File: config.mk
export PLATFORM = sky130hd
export DESIGN_NAME = atctlc2axi500_rr_mux_reg
export DESIGN_NICKNAME = d
export VERILOG_FILES = /design/src/rtl/atctlc2axi500_rr_mux_reg.sv
export SDC_FILE = /design/constraint.sdc
export NUM_CORES = 1
export LEC_CHECK = 0
export BUFFER_PORTS_ARGS = -buffer_cell sky130_fd_sc_hd__buf_2
export CAP_MARGIN = 40
export CORE_UTILIZATION = 51
export CTS_BUF_LIST = sky130_fd_sc_hd__clkbuf_4
export DETAILED_ROUTE_END_ITERATION = 10
export GPL_TIMING_DRIVEN = 0
export PLACE_DENSITY = 0.92
export SYNTH_ARGS = -nofsm -noshare
export SYNTH_HDL_FRONTEND = slang
export SYNTH_SLANG_ARGS = --single-unit
export TNS_END_PERCENT = 30
File: constraint.sdc
create_clock -name aclk -period 3.02 [get_ports aclk]
set_input_delay 0.151 -clock aclk [delete_from_list [all_inputs] [get_ports aclk]]
set_output_delay 0.151 -clock aclk [all_outputs]
set_load 0.005 [all_outputs]
File: src/rtl/atctlc2axi500_rr_mux_reg.sv
// atctlc2axi500_rr_mux_reg: round-robin valid/ready arbiter-mux with optional burst lock and a registered output slice
module atctlc2axi500_rr_mux_reg #(
    parameter int N = 2,
    parameter int W = 8,
    parameter bit LOCK = 0
) (
    input  logic           aclk,
    input  logic           aresetn,
    input  logic [N-1:0]   in_valid,
    output logic [N-1:0]   in_ready,
    input  logic [N*W-1:0] in_data,
    input  logic [N-1:0]   in_last,
    output logic           out_valid,
    input  logic           out_ready,
    output logic [W-1:0]   out_data,
    output logic           out_last,
    output logic [N-1:0]   out_grant
);
    localparam logic [N-1:0] ONE = N'(1);
    logic [N-1:0] ptr_q, ptr_d, lown_q, lown_d, out_grant_q, out_grant_d;
    logic [N-1:0] gnt, gnt_rr, hi, pick, rot;
    logic [W-1:0] sel_data, out_data_q, out_data_d;
    logic lck_q, lck_d, out_valid_q, out_valid_d, out_last_q, out_last_d;
    logic free, acc, sel_last;
    always_comb begin
        // requests at or above the pointer win; otherwise wrap to the lowest one
        hi = in_valid & ~(ptr_q - ONE);
        pick = (|hi) ? hi : in_valid;
        gnt_rr = pick & (~pick + ONE);
        gnt = (LOCK && lck_q) ? (lown_q & in_valid) : gnt_rr;
        free = ~out_valid_q | out_ready;
        acc = (|(in_valid & gnt)) & free;
        sel_data = '0;
        for (int i = 0; i < N; i++) sel_data |= gnt[i] ? in_data[i*W +: W] : '0;
        sel_last = |(gnt & in_last);
        rot = (gnt << 1) | (gnt >> (N - 1));
        out_valid_d = acc | (out_valid_q & ~out_ready);
        out_data_d = acc ? sel_data : out_data_q;
        out_last_d = acc ? sel_last : out_last_q;
        out_grant_d = acc ? gnt : out_grant_q;
        ptr_d = (acc && (!LOCK || sel_last)) ? rot : ptr_q;
        lck_d = LOCK && (acc ? ~sel_last : lck_q);
        lown_d = (LOCK && acc && !lck_q && !sel_last) ? gnt : lown_q;
    end
    always_ff @(posedge aclk or negedge aresetn) begin
        if (!aresetn) begin
            ptr_q <= ONE;
            lck_q <= 1'b0;
            lown_q <= '0;
            out_valid_q <= 1'b0;
            out_data_q <= '0;
            out_last_q <= 1'b0;
            out_grant_q <= '0;
        end else begin
            ptr_q <= ptr_d;
            lck_q <= lck_d;
            lown_q <= lown_d;
            out_valid_q <= out_valid_d;
            out_data_q <= out_data_d;
            out_last_q <= out_last_d;
            out_grant_q <= out_grant_d;
        end
    end
    assign in_ready = gnt & {N{free}};
    assign out_valid = out_valid_q;
    assign out_data = out_data_q;
    assign out_last = out_last_q;
    assign out_grant = out_grant_q;
    assert property (@(posedge aclk) disable iff (!aresetn) $onehot0(gnt));
    assert property (@(posedge aclk) disable iff (!aresetn)
        out_valid_q && !out_ready |=> $stable(out_data_q) && $stable(out_last_q) && $stable(out_grant_q));
    assert property (@(posedge aclk) disable iff (!aresetn) !free |-> in_ready == '0);
endmodule

* Word-level counts from Yosys, hierarchy flattened *
Index checks and enable logic that the tools add are counted.

word-level totals
  output and inout bits = 14
  logic and storage cells = 28
  flip-flop bits (word level) = 14
  input port bits = 23

cells by class
  muxes and demuxes = 3
  reduce and logical (&&, ||, !) cells = 3
  bitwise logic cells = 15
  add/subtract/negate cells = 2

operators by type and width
  kind                 number
  $mux 8               2
  $and 2x2->2          5
  $or 8x8->8           1
  $reduce_or 2->1      3
  $not 2->2            2
  $add 2x1->2 const B  1
  $and 1x1->1          2
  $mux 2               1
  $not 1->1            2
  $or 1x1->1           2
  $or 2x1->2           1
  $sub 2x1->2 const B  1

* Logic depth before layout (Yosys ltp) *
  depth after elaboration = 12
  depth in mapped cells = 4
  gate-level depth less buffers = 3

* Least setup slack after synthesis *
No wires, ideal clock.

  path kind = register to register
  start = register ptr_q[0]
  end = register out_grant_q[1], in the netlist out_grant[1]
  setup slack = 1.808 ns
  required time = 2.902 ns
  setup time = 0.118 ns
  arrival time = 1.094 ns
  cell stages (with the launch flop) = 4
  cells stage by stage = dfstp_2 nand3b_1 nand3_2 a21o_1

on the way
  longest elaborated chain between the ends = 11

ends and longest elaborated chain
  element                 RTL line  RTL
  start, declared         20        logic [N-1:0] ptr_q, ptr_d, lown_q, lown_d, out_grant_q, out_grant_d;
  start signal, assigned  55        ptr_q <= ptr_d;
  $sub 2x1->2 *           27        hi = in_valid & ~(ptr_q - ONE);
  $not 2->2 *             27
  $and 2x2->2 *           27
  $reduce_or 2->1         28        pick = (|hi) ? hi : in_valid;
  $mux 2 *                28
  $not 2->2               29        gnt_rr = pick & (~pick + ONE);
  $add 2x1->2             29
  $and 2x2->2 *           29
  $and 2x2->2             32        acc = (|(in_valid & gnt)) & free;
  $reduce_or 2->1         32
  $and 1x1->1             32
  end signal, assigned    61        out_grant_q <= out_grant_d;
  end, declared           20

Every way passes the cells marked *; elsewhere a longest branch is shown, timed or not.
A chain may end at the register's enable or synchronous reset.

* Worst setup path after layout *
  start = register ptr_q[0]
  end = output in_ready[0]

on the way
  longest elaborated chain between the ends = 9

ends and longest elaborated chain
  element          RTL line  RTL
  $sub 2x1->2 *    27
  $not 2->2 *      27
  $and 2x2->2 *    27
  $reduce_or 2->1  28
  $mux 2 *         28
  $not 2->2        29
  $add 2x1->2      29
  $and 2x2->2 *    29
  $and 2x2->2 *    64        assign in_ready = gnt & {N{free}};
  end, declared    10        output logic [N-1:0] in_ready,

Marked as above.

==> flow_summary.toml <==
[global_routing]
grt_util_met1 = 0.2841
antenna_found_initial = 0
grt_max_degree = 14
grt_overflow = 0
grt_first_pass_wirelength_um = 3118
track_usage = 0.2331
use_met3 = 0.03478
grt_pass1_vias = 692
top_usage_layer = "met2"
grt_use_met2 = 0.4063

[placement]
place_area_sq_um = 991.0
place.gp.congestion = 0.7608
place_hpwl_um = 1284
io_buffer_count = 36

[power_and_ir_drop]
combinationalPowerShare = 0.340
p_per_area_nw_per_um2 = 496.1
finalPower_uw = 510.2
power_switching_uw = 166.6
leakagePower_uw = 0.0004602
p_seq_frac = 0.444
internal_power_uw = 343.6
p_clk_frac = 0.215
ir_drop_mv = 0.3866
switching_share = 0.3265

[worst_setup_path]
critPathMaxFanout = 10
critical_path.max_stage_delay_ns = 0.54
path_cells = "nand3b_1 -> nand3_2 -> inv_1 -> buf_2"
timing.rr.end = "out_grant[1]"
crit_start = "ptr_q[0]"
setup.worst_path.start_class = "flip-flop"
crit_slowest_cell = "dfstp_2"
critPathKind = "reg2out"
crit_path_end_kind = "output port"
reg2reg_depth = 3
required_ns = 2.87
reg2reg_from = "ptr_q[0]"
arrival_ns = 1.52
reg2reg_setup_slack_ns = 1.65

[finish]
multiInputGateArea_sq_um = 397.9
drive_above_1_share = 0.6396
synthToLayoutAreaGrowth_pct = 29.86
nNetsFinal = 135
final_area_sq_um = 1028
antennaDiodeCount = 0
fillers = 111
regArea_sq_um = 326.6

[drt]
first_pass_iters = 4
finalWirelength_um = 1797
routedWlPerCell_um = 14.26
drc = 0
viasPerCell = 5.508
vias = 694
ant_nets = 0
initialDrtViolationCount = 24

[hold_path]
whs_path_depth = 3
min-delay-start = "in_data[1]"
holdPathEnd = "out_data[1]"
hold_class = "in2reg"

[clock_tree]
cts_max_level = 1
clockBufferDepth = 2
clk_pin_slew_ns = 0.09
clkLatencyLatePin_ns = 0.28
cts_buffers = 3
post_cts_buffers = 0
cts_tree = "yes"
root_buffer = "clkbuf_4"
cts_sinks = 13

[sta]
hold_violations = 0
rsz0062_at_grt = "false"
fin_worst_skew_ns = 0.006145
fmax_mhz = 599.2
setup_violations = 0
period_share = 0.5526
worstMarginPinSlew_ns = 0.4187
maxSlewHeadroom = 0.7200
slew_violations = 0
fin_setup_tns_ns = 0
period_minus_slack_ns = 1.669

[synth]
avgSynthCellArea_sq_um = 11.31
syn_nets = 93
synth.distinct_cells = 20
seq_area_frac_synth = 0.4123
synth_top_area_share = 0.3791
synth.top_cells.by_area = "dfrtp_1, a31oi_2, a21oi_2"
synthArstFlopShare = 1.000
synthCells = 70
synthFlopType = "dfrtp_1"
ys_ff_latch = 13
synth_area_sq_um = 792.0
yosysMostFrequentCell = "dfrtp_1"
synth-edff-count = 0
synth_common_cells = "dfrtp_1, a21oi_2, a31oi_2, nand3_1, o211ai_1"
yosysTopAreaCell = "dfrtp_1"
yosysWarnings = 0

[status]
status = "completed"

[floorplan]
rows = 13
die_h_um = 41.41
die_width_um = 41.41
die_area_sq_um = 1714
core_sq_um = 1366
num_io_pins = 37
start_util = 0.5797

[run]
drv_cap = 0
layout make-up:
class,instances,area share
Timing Repair Buffer,37,0.1849
Sequential cell,13,0.3175
Clock inverter,1,0.004866
Clock buffer,3,0.02190
Tap cell,15,0.01825
Buffer,7,0.05474
Inverter,3,0.01095
Multi-Input combinational cell,47,0.3869
cell families after synthesis:
kind of cell | share of synthesized area
compound gates | 0.3744
simple gates | 0.1280
flops | 0.4123
buf+inv | 0.08530
stage by stage:
| stage | instances | utilization | hold WS, ns | setup WS [ns] |
|---|---|---|---|---|
| final | 126 | 0.7527 | 0.1648 | 1.351 |
| after global routing | 126 | 0.7527 | 0.1740 | 1.260 |
| after CTS | 126 | 0.7527 | 0.1611 | 1.355 |
| after detailed placement | 121 | 0.7253 | 0.05628 | 1.663 |
| after global placement | 121 | 0.7253 | 0.05025 | 1.654 |
| after floorplan | 70 | - | -0.1446 | 1.808 |
worst max-delay path: cells and delay by family, from the launching register on:
kind / cells / cell delay (ns)
buffers and inverters: 2 / 0.18
AND/OR/NAND/NOR: 2 / 0.51
flip-flops: 1 / 0.54
power groups by stage:
stage	Clock, uW	Combinational [uW]	Sequential, uW
after floorplan	0	108	232
after global placement	0	170	228
after detailed placement	0	173	231
after CTS	109	175	227
after global routing	116	189	231
final	110	174	227
state kept, by name, summed over array words and instances, names as in the netlist:
| name | cells |
|---|---|
| out_data | 8 |
| out_grant | 2 |
| out_last | 1 |
| out_valid | 1 |
| ptr_q | 1 |
layout by cell type, fill, tap and decap left out:
master,Yosys,routed
a21o_1,2,2
a21oi_2,9,9
a31oi_2,9,9
and2_4,1,1
buf_2,3,39
buf_4,1,1
buf_6,3,3
clkbuf_4,0,3
clkinv_2,0,1
dfrtp_1,12,12
dfstp_2,1,1
dlygate4sd3_1,0,1
inv_1,3,3
nand2b_1,1,1
nand2b_2,1,1
nand3_1,9,9
nand3_2,1,1
nand3b_1,1,1
nor2b_1,1,1
o211a_4,1,1
o211ai_1,9,9
o21ai_1,1,1
or2_4,1,1
how the worst max path moves through the flow:
stage / endpoint / slack, ns / cells after the start
after floorplan: out_grant[1] / 1.81 / 3
after global placement: in_ready[0] / 1.65 / 4
after detailed placement: out_grant[1] / 1.66 / 3
after CTS: in_ready[0] / 1.35 / 4
after global routing: in_ready[0] / 1.26 / 4
final: in_ready[0] / 1.35 / 4
metal layers:
| metal | part of all wire | up-vias |
|---|---|---|
| met2 | 0.50 | 27 |
| met4 | 0.015 | 0 |
| li1 | - | 345 |
| met3 | 0.060 | 5 |
| met5 | 0 | - |
| met1 | 0.42 | 317 |
timing repair:
action | 4_1_cts | 5_1_grt
resized for setup | 0 | 0
endpoints found under the hold margin | 12 | 0
hold buffers | 1 | 0
Power figures use the tool's default switching activity.
